[config.mk]
export PLATFORM = sky130hd
export DESIGN_NAME = quad_step_sequencer
export DESIGN_NICKNAME = d
export VERILOG_FILES = /design/src/rtl/quad_step_sequencer.sv
export SDC_FILE = /design/constraint.sdc
export NUM_CORES = 1
export LEC_CHECK = 0
export CORE_MARGIN = 1
export CORE_UTILIZATION = 45
export CTS_CLUSTER_DIAMETER = 150
export DETAILED_ROUTE_END_ITERATION = 10
export PLACE_DENSITY = 0.83
export SETUP_SLACK_MARGIN = 0.15
export SLEW_MARGIN = 20
export SYNTH_ARGS = -nofsm -noshare
export SYNTH_HDL_FRONTEND = slang
export SYNTH_SLANG_ARGS = --single-unit
export TNS_END_PERCENT = 5
[constraint.sdc]
create_clock -name io_in -period 2.06 [get_ports io_in]
set_input_delay 0.309 -clock io_in [delete_from_list [all_inputs] [get_ports io_in]]
set_output_delay 0.309 -clock io_in [all_outputs]
set_load 0.02 [all_outputs]
[src/rtl/quad_step_sequencer.sv]
// quad_step_sequencer
// Emits a requested number of Gray-coded A/B quadrature steps in a chosen
// direction. Each phase is held for HOLD_CYCLES clocks so a downstream decoder
// with 2-flop input synchronisers observes every phase.
// io_in : [0] clk, [1] rst_n, [2] start, [3] dir, [7:4] step count (0 = 16)
// io_out: [1:0] phase {A,B}, [2] busy, [3] done, [7:4] remaining[3:0]
module quad_step_sequencer #(
  parameter int HOLD_CYCLES = 4,
  parameter int DWELL_W     = 3
) (
  input  logic [7:0] io_in,
  output logic [7:0] io_out
);

  localparam logic [1:0] S_IDLE = 2'd0;
  localparam logic [1:0] S_RUN  = 2'd1;
  localparam logic [1:0] S_DONE = 2'd2;

  localparam logic [DWELL_W-1:0] DWELL_RELOAD = DWELL_W'(HOLD_CYCLES - 1);

  logic       clk;
  logic       rst_n;
  logic       start;
  logic       dir_in;
  logic [3:0] count_in;

  assign clk      = io_in[0];
  assign rst_n    = io_in[1];
  assign start    = io_in[2];
  assign dir_in   = io_in[3];
  assign count_in = io_in[7:4];

  logic [1:0]         state;
  logic               start_q;
  logic               dir_q;
  logic [1:0]         phase;
  logic [4:0]         remaining;
  logic [DWELL_W-1:0] dwell;

  logic               accept;
  logic [1:0]         phase_next;
  logic [4:0]         remaining_dec;

  // Rising edge of start, honoured only while idle; anything else is dropped.
  always_comb begin
    accept = start & ~start_q & (state == S_IDLE);
  end

  // Next Gray phase in the latched direction (forward 00>01>11>10>00).
  always_comb begin
    phase_next = phase;
    if (dir_q) begin
      case (phase)
        2'b00:   phase_next = 2'b01;
        2'b01:   phase_next = 2'b11;
        2'b11:   phase_next = 2'b10;
        default: phase_next = 2'b00;
      endcase
    end else begin
      case (phase)
        2'b00:   phase_next = 2'b10;
        2'b10:   phase_next = 2'b11;
        2'b11:   phase_next = 2'b01;
        default: phase_next = 2'b00;
      endcase
    end
  end

  // Remaining count after the step that is about to be taken.
  always_comb begin
    remaining_dec = remaining - 5'd1;
  end

  // Sequencer state, dwell timer, phase and step bookkeeping.
  always_ff @(posedge clk) begin
    if (!rst_n) begin
      state     <= S_IDLE;
      start_q   <= 1'b1;   // a start held through reset must not look like an edge
      dir_q     <= 1'b0;
      phase     <= 2'b00;
      remaining <= '0;
      dwell     <= '0;
    end else begin
      start_q <= start;
      case (state)
        S_IDLE: begin
          if (accept) begin
            state     <= S_RUN;
            dir_q     <= dir_in;
            remaining <= (count_in == 4'd0) ? 5'd16 : {1'b0, count_in};
            dwell     <= DWELL_RELOAD;
          end
        end
        S_RUN: begin
          if (dwell != '0) begin
            dwell <= dwell - 1'b1;
          end else begin
            phase     <= phase_next;
            remaining <= remaining_dec;
            if (remaining_dec == 5'd0) begin
              state <= S_DONE;
            end else begin
              dwell <= DWELL_RELOAD;
            end
          end
        end
        S_DONE: begin
          state <= S_IDLE;
        end
        default: begin
          state <= S_IDLE;
        end
      endcase
    end
  end

  assign io_out = {remaining[3:0], (state == S_DONE), (state == S_RUN), phase};

endmodule

## Word level (Yosys, flattened, before mapping)

Index checks and enable logic that the tools add are counted.

- Add/sub/neg operators: 2
- Eq/ne operators: 9
- Muxes and demuxes: 15
- Bitwise gates (word level): 4
- Reductions and logical operators: 11

Operators by type and width:

| operator | number |
|---|---|
| $mux W5 | 3 |
| $pmux W2 S3 | 2 |
| $pmux W5 S2 | 1 |
| $mux W3 | 3 |
| $reduce_and A3 Y1 | 3 |
| $mux W2 | 4 |
| $eq A2 B2 Y1 const B | 3 |
| $pmux W3 S2 | 1 |
| $logic_not A5 Y1 | 1 |
| $sub A5 B1 Y5 const B | 1 |
| $eq A2 B1 Y1 const B | 2 |
| $logic_not A2 Y1 | 2 |
| $logic_not A4 Y1 | 1 |
| $ne A2 B2 Y1 const B | 2 |
| $pmux W2 S2 | 1 |
| $reduce_and A2 Y1 | 2 |
| $ne A3 B3 Y1 const B | 1 |
| $reduce_bool A3 Y1 | 1 |
| $sub A3 B1 Y3 const B | 1 |
| $and A1 B1 Y1 | 2 |
| $ne A2 B1 Y1 const B | 1 |
| $not A1 Y1 | 2 |
| $reduce_bool A2 Y1 | 1 |

- Flip-flop bits (word level): 14
- Input bits: 8
- Output and inout bits: 8
- Word-level logic and storage cells: 47

## Logic depth before layout (Yosys ltp)

Gate-level depths: netlist of run 1.

- Word-level depth: 5
- Mapped depth: 7
- Depth with buffers taken out: 6

## Least setup slack after synthesis of run 1

Ideal clock, no wire load.

- Path kind: register to register
- Start point: reg dwell[0]
- End point: reg dwell[2]
- Library setup time: 0.119 ns
- Data arrival time: 1.426 ns
- Data required time: 1.941 ns
- Path slack: 0.515 ns
- Cell stages (with the launch flop): 8
- Path buffers: 1
- Period minus slack after synthesis: 1.545 ns
- Cell sequence: dfxtp_1 -> inv_1 -> ha_1 -> nor2b_1 -> and2_1 -> buf_2 -> a31o_1 -> o221a_2

- Cells in the longest elaborated chain, start to end: 3
- Elaborated cells between the ends (all ways): 6
- Those cells by class: add/sub: 1; eq/ne: 1; mux: 2; reduce/logical: 2

Ends and longest elaborated chain:

| what | RTL line | source |
|---|---|---|
| start: declaration | 38 | `logic [DWELL_W-1:0] dwell;` |
| start signal: assignment | 96 | `dwell <= dwell - 1'b1;` |
| $sub A3 B1 Y3 / $reduce_bool A3 Y1 (equally long branches) | 96, 95 |  |
| $mux W3 / $ne A3 B3 Y1 (equally long branches) | n/a |  |
| $pmux W3 S2 / $reduce_and A3 Y1 (equally long branches) | n/a |  |

Several ways; a longest one is shown, not always the timed one.
A chain may end at the register's enable or synchronous reset.

==> impl_results.md, run 1 <==
- Syn_nets: 107
- GRT overflow: 0
- Setup slack at placement: 286 ps
- Most numerous cell in the Yosys netlist: dfxtp_1
- Share of cells above drive strength 1: 38.8%
- Least-Margin Pin Slew: 658 ps
- R2R setup slack: -70 ps
- Avg Cell Area, Syn: 8.42 sq um
- Die H: 44.2 microns
- Arrival time worst endpoint: 2440 ps
- Setup TNS: -817 ps
- Design area: 0.00147 sq mm
- Synth Instances: 95
- Peak supply drop: 0.00187 V
- Initial DRC count: 387
- Cell Area, Placed: 868 sq um
- Final Hold Vio Count: 1
- Utilization after layout: 93.1%
- Wire per inst: 27.9 microns
- Critical-path maximum fanout: 3
- RSZ-0062 raised after global routing: true
- # port buffers: 8
- Register area: 283 sq um
- Final non-filler cell total: 181
- Failing checks: design-rule violations, negative hold slack, negative setup slack
- Simple-Gate Fraction of Synth Area: 22.5%
- Dominant cell type by area after synthesis: dfxtp_1
- # rows: 14
- Vias in the first global route: 1659
- DRC Markers: 151
- Clock Pin Slew Worst Setup and Hold Paths: 90 ps
- EDFF count, synth: 0
- Setup Skew: 0.801 ps
- Max cap viols: 0
- Vias per cell: 7.39
- DR pass1 iterations: 11
- Cells after DPL: 114
- DRT antenna net count: 0
- Chip width: 44.2 microns
- Antenna violations before repair: 0
- Compound-Gate Fraction of Synth Area: 21.6%
- Synth async-reset ratio: 0%
- Core Area: 0.00158 sq mm
- # diodes: 0
- Required @ worst endpoint: 2290 ps
- Ys Warns: 0
- PwrDens: 2540 mW/mm^2
- Lkg Pwr: 0.670 nW
- Routed wire length: 5060 microns
- Overall Global Routing Usage: 51.4%
- Largest family of logic cells by synthesized area: simple AND/OR/NAND/NOR gates
- Final setup violation count: 12
- Clock Latency Late Sink: 300 ps
- Synthesized area: 800 sq um
- DP HPWL: 1280 microns
- Predominant post-synthesis flop cell: dfxtp_1
- Post-synthesis mux area share: 2.50%
- Max Slew Vio Count: 0
- Critical path startpoint category: clock port
- Top post-synthesis cells by count: dfxtp_1, nor2_1, a21oi_1
- Top post-synthesis cells by area: dfxtp_1, ha_1, nor2_1
- Full die area: 0.00195 sq mm
- FILL cells: 49
- CTS tree: done
- Setup ws final: -144 ps
- Starting Density: 50.7%
- Ports: 16
- Count of state elements after synthesis: 14
- Hold Worst Slack: -97.3 ps
- Routed vias: 1337
- Synth-to-Final Area Change: 83.6%
- Cell variety after synth: 35
- GP Congestion: 0.879
- Synth top area share: 35.1%
- Synth Area in Adders: 6.26%
- Pwr Total: 3.73 mW
- Final nets: 166
- First-pass GRT wire length: 6970 microns
- Slew headroom: 55.8%
- Post-synthesis sequential area ratio: 35.1%
- Largest net degree at the start of global routing: 11
- Status: finished, violations left
- Worst Hold Class: clk -> reg
- Worst Setup End Kind: register
- Critical path class: clk -> reg
- Post-Synth XOR/XNOR Area: 4.38%
- Multi-input combinational cell area: 514 sq um
[registers in the layout, summed over array words and instances (netlist names)]
register / flops
state: 2
dir_q: 1
remaining: 5
phase: 2
dwell: 3
start_q: 1
[worst max-delay path: stages]
cell and delay, ps:
buf_8 100, buf_4 140, or3b_4 240, buf_6 100
clkbuf_4 110, a21o_1 130, clkbuf_8 140, buf_4 120
o21ai_1 120, a21oi_1 200
[timing repair]
action / 4_1_cts / 5_1_grt
pin swaps: 4 / 3
resized for setup: 23 / 22
setup endpoints to repair: 13 / 17
setup buffers: 2 / 0
endpoints found under the hold margin: 0 / 0
hold buffers: 0 / 0
[routing by layer]
metal | track usage (%) | part of all wire [%] | up-vias
met5 | 11.4 | 0.49 | -
met4 | 69.7 | 11 | 2
met3 | 58.4 | 19 | 78
met2 | 55.9 | 37 | 200
met1 | 39.1 | 33 | 598
li1 | - | - | 459
[cells in the final DEF, fill, tap and decap left out, drive strengths merged]
| cell | synthesis | routed |
|---|---|---|
| nor3 | 3 | 3 |
| a311oi | 1 | 1 |
| clkbuf | 1 | 38 |
| or3 | 1 | 1 |
| o21a | 2 | 2 |
| nand2b | 3 | 3 |
| a21o | 1 | 1 |
| or3b | 1 | 1 |
| nor3b | 2 | 2 |
| or2 | 1 | 1 |
| buf | 5 | 16 |
| dfxtp | 14 | 14 |
| and4 | 1 | 1 |
| o31ai | 1 | 1 |
| nor4 | 1 | 1 |
| a21oi | 7 | 7 |
| bufinv | 0 | 2 |
| a31o | 2 | 2 |
| nor2b | 3 | 3 |
| clkinv | 1 | 10 |
| dlygate4sd2 | 0 | 1 |
| a2111oi | 1 | 1 |
| nand2 | 3 | 3 |
| xnor2 | 3 | 3 |
| nand3b | 1 | 1 |
| xor2 | 1 | 1 |
| o21bai | 1 | 1 |
| a211oi | 3 | 3 |
| clkdlybuf4s50 | 0 | 7 |
| o221a | 1 | 1 |
| ha | 4 | 4 |
| and2 | 2 | 2 |
| mux2i | 2 | 2 |
| nor2 | 12 | 12 |
| o21ai | 5 | 5 |
| inv | 5 | 8 |
[final cells by class]
type / instances / share of cell area [%]
multi-input cells: 69 / 35.0
clock inverters: 15 / 6.56
repair buffers: 9 / 5.88
inverters: 5 / 1.28
clock buffers: 53 / 30.6
flip-flops and latches: 14 / 19.3
well taps: 16 / 1.36
[final timing paths]
| kind | depth (start not counted) | startpoint | end |
|---|---|---|---|
| max reg2reg | 8 | state[0] | remaining[3] |
| min | 2 | io_in[3] | dir_q |
| max | 10 | io_in[2] | remaining[2] |
| min reg2reg | 2 | dwell[1] | dwell[1] |
[logic make-up (layout without fill, tap and decap cells)]
| kind of cell | after synthesis | in the layout |
|---|---|---|
| AO/OA/AOI/OAI | 25 | 25 |
| flip-flops | 14 | 14 |
| adder cells (fa/ha/maj) | 4 | 4 |
| XOR/XNOR | 4 | 4 |
| buffers and inverters | 12 | 82 |
| AND/OR/NAND/NOR | 34 | 34 |
| multiplexers | 2 | 2 |
[power breakdown]
part           internal [mW]  switching [mW]  leakage [nW]
combinational              0               0         0.132
clock                   1.91            1.52         0.416
sequential             0.302               0         0.122
total                   2.21            1.52         0.670
Power figures use the tool's default switching activity.
==> run 2, diff against run 1 <==
Settings changed: SLEW_MARGIN 20 to unset.
==> results of run 2 <==
Final layout, timing and power as in run 1 (identical DEF).
==> run 3, diff against run 2 <==
Settings changed: RECOVER_POWER set to 50.
==> results of run 3 <==
Final layout, timing and power as in run 1 (identical DEF).
